$ cat src/rtl/video_timing_gen.sv
// Parametrised raster timing generator: pixel-clock divider, x/y scan counters,
// registered de/hsync/vsync aligned to x/y, line/frame strobes and a frame counter.
module video_timing_gen #(
  parameter int H_DISPLAY = 640,
  parameter int H_FRONT   = 16,
  parameter int H_SYNC    = 96,
  parameter int H_BACK    = 48,
  parameter int V_DISPLAY = 480,
  parameter int V_FRONT   = 10,
  parameter int V_SYNC    = 2,
  parameter int V_BACK    = 33,
  parameter int CLK_DIV   = 4,
  parameter bit HS_POL    = 1'b0,
  parameter bit VS_POL    = 1'b0,
  parameter int CW        = 10
) (
  input  logic          clk,
  input  logic          reset,
  input  logic          en,
  output logic          p_tick,
  output logic [CW-1:0] x,
  output logic [CW-1:0] y,
  output logic          de,
  output logic          hsync,
  output logic          vsync,
  output logic          line_start,
  output logic          frame_start,
  output logic [7:0]    frame_count
);

  localparam int H_TOTAL = H_DISPLAY + H_FRONT + H_SYNC + H_BACK;
  localparam int V_TOTAL = V_DISPLAY + V_FRONT + V_SYNC + V_BACK;
  localparam int DW      = (CLK_DIV > 1) ? $clog2(CLK_DIV) : 1;

  localparam logic [DW-1:0] DIV_LAST = DW'(CLK_DIV - 1);
  localparam logic [CW-1:0] H_LAST   = CW'(H_TOTAL - 1);
  localparam logic [CW-1:0] V_LAST   = CW'(V_TOTAL - 1);

  // Window bounds carry one extra bit so an end bound equal to 2^CW cannot wrap to zero.
  localparam logic [CW:0] H_DE_END = (CW+1)'(H_DISPLAY);
  localparam logic [CW:0] H_SY_BEG = (CW+1)'(H_DISPLAY + H_FRONT);
  localparam logic [CW:0] H_SY_END = (CW+1)'(H_DISPLAY + H_FRONT + H_SYNC);
  localparam logic [CW:0] V_DE_END = (CW+1)'(V_DISPLAY);
  localparam logic [CW:0] V_SY_BEG = (CW+1)'(V_DISPLAY + V_FRONT);
  localparam logic [CW:0] V_SY_END = (CW+1)'(V_DISPLAY + V_FRONT + V_SYNC);

  typedef struct packed {
    logic de;
    logic hs;
    logic vs;
  } decode_t;

  function automatic decode_t decode(input logic [CW-1:0] px, input logic [CW-1:0] py);
    decode_t r;
    logic    hs_act;
    logic    vs_act;
    hs_act = ({1'b0, px} >= H_SY_BEG) && ({1'b0, px} < H_SY_END);
    vs_act = ({1'b0, py} >= V_SY_BEG) && ({1'b0, py} < V_SY_END);
    r.de   = ({1'b0, px} < H_DE_END) && ({1'b0, py} < V_DE_END);
    r.hs   = hs_act ? HS_POL : ~HS_POL;
    r.vs   = vs_act ? VS_POL : ~VS_POL;
    return r;
  endfunction

  logic [DW-1:0] div_q, div_d;
  logic [CW-1:0] x_q, x_d;
  logic [CW-1:0] y_q, y_d;
  logic [7:0]    fc_q, fc_d;
  logic          de_q, de_d;
  logic          hsync_q, hsync_d;
  logic          vsync_q, vsync_d;
  logic          pix_tick;
  decode_t       dec_d;

  assign pix_tick = en && (div_q == '0);

  // Next-state: divider, scan position, frame count, and decode of the next position.
  always_comb begin
    div_d = div_q;
    x_d   = x_q;
    y_d   = y_q;
    fc_d  = fc_q;

    if (en) begin
      if (div_q == DIV_LAST) begin
        div_d = '0;
      end else begin
        div_d = div_q + DW'(1);
      end
    end else begin
      div_d = div_q;
    end

    if (pix_tick) begin
      if (x_q == H_LAST) begin
        x_d = '0;
        if (y_q == V_LAST) begin
          y_d  = '0;
          fc_d = fc_q + 8'd1;
        end else begin
          y_d  = y_q + CW'(1);
        end
      end else begin
        x_d = x_q + CW'(1);
      end
    end else begin
      x_d = x_q;
    end

    // Decoding the next position keeps the registered syncs in step with x/y.
    dec_d   = decode(x_d, y_d);
    de_d    = dec_d.de;
    hsync_d = dec_d.hs;
    vsync_d = dec_d.vs;
  end

  // State register with asynchronous reset to the idle raster position.
  always_ff @(posedge clk or posedge reset) begin
    if (reset) begin
      div_q   <= '0;
      x_q     <= '0;
      y_q     <= '0;
      fc_q    <= 8'd0;
      de_q    <= 1'b0;
      hsync_q <= ~HS_POL;
      vsync_q <= ~VS_POL;
    end else begin
      div_q   <= div_d;
      x_q     <= x_d;
      y_q     <= y_d;
      fc_q    <= fc_d;
      de_q    <= de_d;
      hsync_q <= hsync_d;
      vsync_q <= vsync_d;
    end
  end

  assign p_tick      = pix_tick;
  assign x           = x_q;
  assign y           = y_q;
  assign de          = de_q;
  assign hsync       = hsync_q;
  assign vsync       = vsync_q;
  assign line_start  = pix_tick && (x_q == '0);
  assign frame_start = pix_tick && (x_q == '0) && (y_q == '0);
  assign frame_count = fc_q;

endmodule

$ cat config.mk
export PLATFORM = sky130hd
export DESIGN_NAME = video_timing_gen
export DESIGN_NICKNAME = d
export VERILOG_FILES = /design/src/rtl/video_timing_gen.sv
export SDC_FILE = /design/constraint.sdc
export NUM_CORES = 1
export LEC_CHECK = 0
export ABC_AREA = 1
export CAP_MARGIN = 10
export CORE_MARGIN = 4
export CORE_UTILIZATION = 25
export DETAILED_ROUTE_END_ITERATION = 10
export HOLD_SLACK_MARGIN = 0.15
export PLACE_DENSITY_LB_ADDON = 0.1
export SLEW_MARGIN = 25
export SYNTH_ARGS = -nofsm -noshare
export SYNTH_HDL_FRONTEND = slang
export SYNTH_SLANG_ARGS = --single-unit
$ cat constraint.sdc
create_clock -name clk -period 1.7 [get_ports clk]
set_input_delay 0.17 -clock clk [delete_from_list [all_inputs] [get_ports clk]]
set_output_delay 0.17 -clock clk [all_outputs]
set_load 0.01 [all_outputs]
==> results_dict.tcl, run 1 <==
set metrics [dict create \
    status "finished, violations left" \
    violations "setup timing" \
    via_count 1962 \
    tritoncts "done" \
    yosysSeqAreaShare 0.412 \
    fin_tns_setup_ns -0.399 \
    synth_compound_area_frac 0.0460 \
    worst-r2r-cell-count 11 \
    yosys.cell_types.count 31 \
    grt_pass1_wl_um 9430 \
    numCtsBuffers 5 \
    drive_above_1_share 0.360 \
    grt_max_degree 34 \
    ant_nets 0 \
    mostFrequentLayoutCells "54 x nand2_1, 51 x buf_4, 33 x clkdlybuf4s50_1" \
    yosys_warnings 0 \
    synth_top_cell_area_share 0.386 \
    synth_xor_area_frac 0.0429 \
    muxShareOfSynthArea 0 \
    synth_cells 255 \
    htreeDepth 2 \
    yosys.area.top_type "dfrtp_1" \
    wl_per_cell_um 11.9 \
    reg2reg_to "frame_count[3]" \
    syn_area_um2 2010 \
    synth_adder_area_share 0.0436 \
    num_io_pins 37 \
    root_buffer "clkbuf_8" \
    maxSlewViolCount 0 \
    setup_viol 7 \
    core_um2 7770 \
    critPathCaptureType "output port" \
    grtUsageTotal 0.121 \
    peakVddDrop_v 0.000307 \
    cp_data_required_time_ns 1.53 \
    fill_cells 844 \
    dr.pass1.iters 4 \
    setup_ws_ns -0.110 \
    synth_top_family_by_area "simple AND/OR/NAND/NOR gates" \
    whs_ns 0.287 \
    hold_buffers 0 \
    initial_utilization 0.259 \
    regArea_um2 828 \
    antenna_cells 0 \
    antenna_found_initial 0 \
    min_period_over_period 1.06 \
    drt-vias-per-instance 4.28 \
    io_buffers 36 \
    grt-ovfl-total 0 \
    design.die.area_um2 9540 \
    multi_input_area_um2 1140 \
    yosys-top-cells-area "dfrtp_1 39%, nand2_1 11%, inv_1 7.5%" \
    skew_ns 0.00674 \
    worstMarginPinSlew_ns 0.459 \
    r2r_slack_ns -0.07 \
    period_minus_slack_ns 1.81 \
    r2r-start "y[0]" \
    rsz0062_at_grt "true" \
    synth_simple_gate_area_share 0.366 \
    final_common_cell "nand2_1" \
    synth-seq-cells 33 \
    final_net_count 365 \
    avgSynthCellArea_um2 7.89 \
    critPathKind "register to output port" \
    cts.path.max_buffers 2 \
    clk_pin_slew_ns 0.07 \
    die_h_um 97.7 \
    area_growth_pct 57.8 \
    drt-initial-drc-count 47 \
    worstPathMaxFanout 2 \
    drt_wl_total_um 5470 \
    cp.arrival_ns 1.64 \
    hold_viol 0 \
    place.gp.congestion 0.842 \
    syn-num-nets 265 \
    hpwl_um 4140 \
    row_count 32 \
    min-delay-path-class "primary input to asynchronous set/reset pin" \
    fmax_ghz 0.552 \
    cts.sink_count 33 \
    clock_latency_ns 0.28 \
    powerDensity_nw_per_um2 819 \
    route.detailed.drc 0 \
    grt_pass1_vias 2033 \
    maxCapViolCount 0 \
    leakagePower_nw 1.60 \
    slew_headroom 0.694 \
    critPathLaunchType "register" \
    die_x_um 97.7 \
]
how the worst max path moves through the flow:
stage	cells after the start	startpoint	end
final	8	div_q[1]	frame_start
after global routing	5	x[3]	frame_start
after CTS	8	div_q[0]	frame_start
after detailed placement	7	en	frame_start
after global placement	7	en	frame_start
after floorplan	8	div_q[0]	frame_start
registers in the layout (all words and copies together), names as in the netlist:
name and count:
hsync 1, x 10, de 1, frame_count 8, vsync 1, div_q 2
y 10
cells by family (layout without fill, tap and decap cells):
logic type | count (synthesis) | in the layout
AOI/OAI and AO/OA | 16 | 16
xor gates and xnor gates | 9 | 9
adders and majority gates | 7 | 7
buffers and inverters | 46 | 147
DFF | 33 | 33
and+or+nand+nor | 144 | 144
repair_timing:
action / 4_1_cts / 5_1_grt
resized for setup: 25 / 36
setup buffers: 4 / 4
pin swaps: 5 / 19
endpoints found under the setup margin: 17 / 21
report_power, final:
group	internal [mW]	switching, mW
logic	0.530	0.556
clock network	0.291	0.283
registers	0.880	0.0580
total	1.70	0.897
cell usage after synthesis:
cell,n
nand2_1,60
inv_1,40
dfrtp_1,31
nor2_1,29
nand3_1,17
nand4_1,12
ha_1,7
o21ai_0,7
nand2_2,5
nor2_4,5
xor2_1,5
inv_2,4
a21oi_1,3
nand3_2,3
nor2_2,3
xnor2_1,3
buf_4,2
dfstp_2,2
nand3_4,2
nor3_1,2
nor3_2,2
o21ai_1,2
a31o_2,1
nor2_8,1
nor3b_1,1
nor4_1,1
o211ai_1,1
o21ai_2,1
o21bai_1,1
or2_2,1
xnor2_2,1
metrics by stage:
step | total power, mW | std cells | setup WS, ns | utilization | cell area [µm²]
after CTS | 2.57 | 456 | -0.135 | 0.394 | 3060
after floorplan | 1.45 | 255 | 0.00830 | - | 2020
after global routing | 2.80 | 458 | -0.249 | 0.409 | 3170
after global placement | 1.94 | 444 | -0.455 | 0.372 | 2890
final | 2.60 | 458 | -0.110 | 0.409 | 3170
after detailed placement | 1.95 | 444 | -0.452 | 0.372 | 2890
layer usage:
layer,up-vias,global-route usage,routed length [µm]
li1,1007,-,-
met1,916,0.160,2680
met2,35,0.205,2570
met3,4,0.0244,187
met4,0,0.0256,29
met5,-,0,0
area by class of cell:
type,instances,area share
sequential,33,0.261
multi-input combinational,176,0.359
clock buffer,8,0.0252
tap,102,0.0402
inverter,44,0.0528
timing repair buffer,95,0.261
worst max-delay path, cell delays in order, from the launching register on:
cell	delay (ns)
dfrtp_1	0.39
inv_2	0.08
ha_4	0.14
nand2_4	0.05
inv_2	0.06
nand4_1	0.09
or2_4	0.28
nor3_4	0.12
buf_2	0.15
(Power assumes the default switching activity.)
==> inputs of run 2 (changes only) <==
--- a/config.mk
+++ b/config.mk
@@ -6,7 +6,6 @@
 export NUM_CORES = 1
 export LEC_CHECK = 0
 export ABC_AREA = 1
-export CAP_MARGIN = 10
 export CORE_MARGIN = 4
 export CORE_UTILIZATION = 25
 export DETAILED_ROUTE_END_ITERATION = 10
==> results of run 2 <==
Same layout as run 1: the final DEF is identical, and so are final timing and power.
==> inputs of run 3 (changes only) <==
--- a/config.mk
+++ b/config.mk
@@ -8,7 +8,9 @@
 export ABC_AREA = 1
 export CORE_MARGIN = 4
 export CORE_UTILIZATION = 25
+export CTS_BUF_LIST = sky130_fd_sc_hd__clkbuf_2 sky130_fd_sc_hd__clkbuf_4 sky130_fd_sc_hd__clkbuf_8
 export DETAILED_ROUTE_END_ITERATION = 10
+export GPL_TIMING_DRIVEN = 0
 export HOLD_SLACK_MARGIN = 0.15
 export PLACE_DENSITY_LB_ADDON = 0.1
 export SLEW_MARGIN = 25
==> results_dict.tcl, run 3 (same netlist as run 1, synthesis figures left out) <==
set metrics [dict create \
    status "finished, violations left" \
    violations "setup timing" \
    drt-initial-drc-count 57 \
    num_io_pins 37 \
    skew_ns 0.00550 \
    dp_slack_ns -0.867 \
    core_um2 7770 \
    dr.pass1.iters 4 \
    slowest_delay_ns 0.38 \
    ant_nets 0 \
    final_common_cell "nand2_1" \
    seq_power_share 0.388 \
    comb_power_share 0.366 \
    drt_wl_total_um 5340 \
    clk_pin_slew_ns 0.07 \
    setup_ws_ns -0.220 \
    die_x_um 97.7 \
    critPathCaptureType "output port" \
    min-delay-path-class "primary input to asynchronous set/reset pin" \
    min_period_over_period 1.13 \
    rsz0062_at_grt "true" \
    final_net_count 336 \
    cp_data_required_time_ns 1.53 \
    worstPathMaxFanout 8 \
    path_cells "buf_4 > nor4_2 > nand4_1 > or2_4 > nor3_4 > buf_2" \
    cp.arrival_ns 1.75 \
    peakVddDrop_v 0.000313 \
    grt_pass1_vias 1763 \
    antenna_cells 0 \
    critPathLaunchType "register" \
    worstMarginPinSlew_ns 0.732 \
    io_buffers 36 \
    p_sw_mw 0.893 \
    pwr-share-clk 0.246 \
    via_count 1843 \
    fmax_ghz 0.521 \
    route.detailed.drc 0 \
    maxCapViolCount 0 \
    cts.sink_count 33 \
    die_h_um 97.7 \
    worst-r2r-cell-count 15 \
    drive_above_1_share 0.301 \
    root_buffer "clkbuf_8" \
    place.gp.congestion 0.803 \
    powerDensity_nw_per_um2 867 \
    clock_latency_ns 0.28 \
    row_count 32 \
    drt-vias-per-instance 4.31 \
    hold_buffers 0 \
    tritoncts "done" \
    grtUsageTotal 0.114 \
    wl_per_cell_um 12.5 \
    post-route-util 0.381 \
    grt-ovfl-total 0 \
    period_minus_slack_ns 1.92 \
    initial_utilization 0.259 \
    worst_path_max_delay_cell "dfrtp_1" \
    antenna_found_initial 0 \
    mostFrequentLayoutCells "57 x nand2_1, 34 x inv_1, 33 x clkdlybuf4s50_1" \
    setup_viol 7 \
    htreeDepth 2 \
    grt_max_degree 34 \
    r2r_slack_ns -0.20 \
    hpwl_um 3780 \
    maxSlewViolCount 0 \
    switching_share 0.348 \
    grt_pass1_wl_um 8800 \
    numCtsBuffers 5 \
    area_growth_pct 47.2 \
    whs_ns 0.335 \
    cts.path.max_buffers 2 \
    intPower_mw 1.67 \
    slew_headroom 0.511 \
    design.die.area_um2 9540 \
    critPathKind "register to output port" \
    hold_viol 0 \
    leakagePower_nw 1.46 \
]
-- run 3: cell types whose count changed in the layout (fill, tap and decap cells not counted), moves of 3 or more --
cell / previous run / this run
o21ai_0: 4 / 7
clkbuf_1: 3 / 0
buf_6: 9 / 2
o21ai_1: 4 / 1
nand2_1: 54 / 57
buf_4: 51 / 27
nor2_4: 6 / 9
-- run 3: metal layers --
metal	vias up	routed length, µm	GRT usage
met1	856	2640	0.157
met2	28	2460	0.180
met5	-	0	0
met4	0	55	0.0319
li1	954	-	-
met3	5	184	0.0258
-- run 3: power by group through the flow --
stage / Clock, mW / Sequential [mW] / Combinational [mW]
after floorplan: 0 / 1.03 / 0.422
after global placement: 0 / 1.02 / 0.699
after detailed placement: 0 / 1.02 / 0.706
after CTS: 0.653 / 0.991 / 0.893
after global routing: 0.682 / 1.01 / 1.05
final: 0.631 / 0.995 / 0.939
-- run 3: through the flow --
step | power (mW) | instances | TNS (ns) | cell area [µm²]
after floorplan | 1.45 | 255 | 0 | 2020
after global placement | 1.72 | 393 | -7.22 | 2510
after detailed placement | 1.72 | 393 | -3.54 | 2510
after CTS | 2.54 | 418 | -0.985 | 2790
after global routing | 2.74 | 428 | -2.87 | 2960
final | 2.56 | 428 | -0.964 | 2960
-- run 3: what timing repair did --
| item | CTS | global route |
|---|---|---|
| setup endpoints to repair | 13 | 18 |
| pin swaps | 7 | 22 |
| gates resized for setup | 27 | 25 |
| setup buffers | 18 | 10 |
-- run 3: final cells by class --
type / count / area (µm²)
Buffer: 2 / 22.5
Clock buffer: 7 / 90.1
Fill cell: 830 / 4810
Inverter: 44 / 170
Multi-Input combinational cell: 176 / 1130
Sequential cell: 33 / 831
Tap cell: 102 / 128
Timing Repair Buffer: 64 / 583
-- run 3: worst paths after layout --
kind	start	to
worst max-delay path	x[4]	frame_start
worst min-delay path	reset	div_q[1]
worst max register to register	div_q[1]	de
worst min register to register	frame_count[7]	frame_count[7]
max in group asynchronous	reset	x[6]
min in group clk	frame_count[7]	frame_count[7]
-- run 3: worst max-delay path: cells and delay by family (launching register included) --
kind                   cells  cell delay (ns)
and+or+nand+nor            4             0.78
buffers and inverters      2             0.32
DFF                        1             0.38
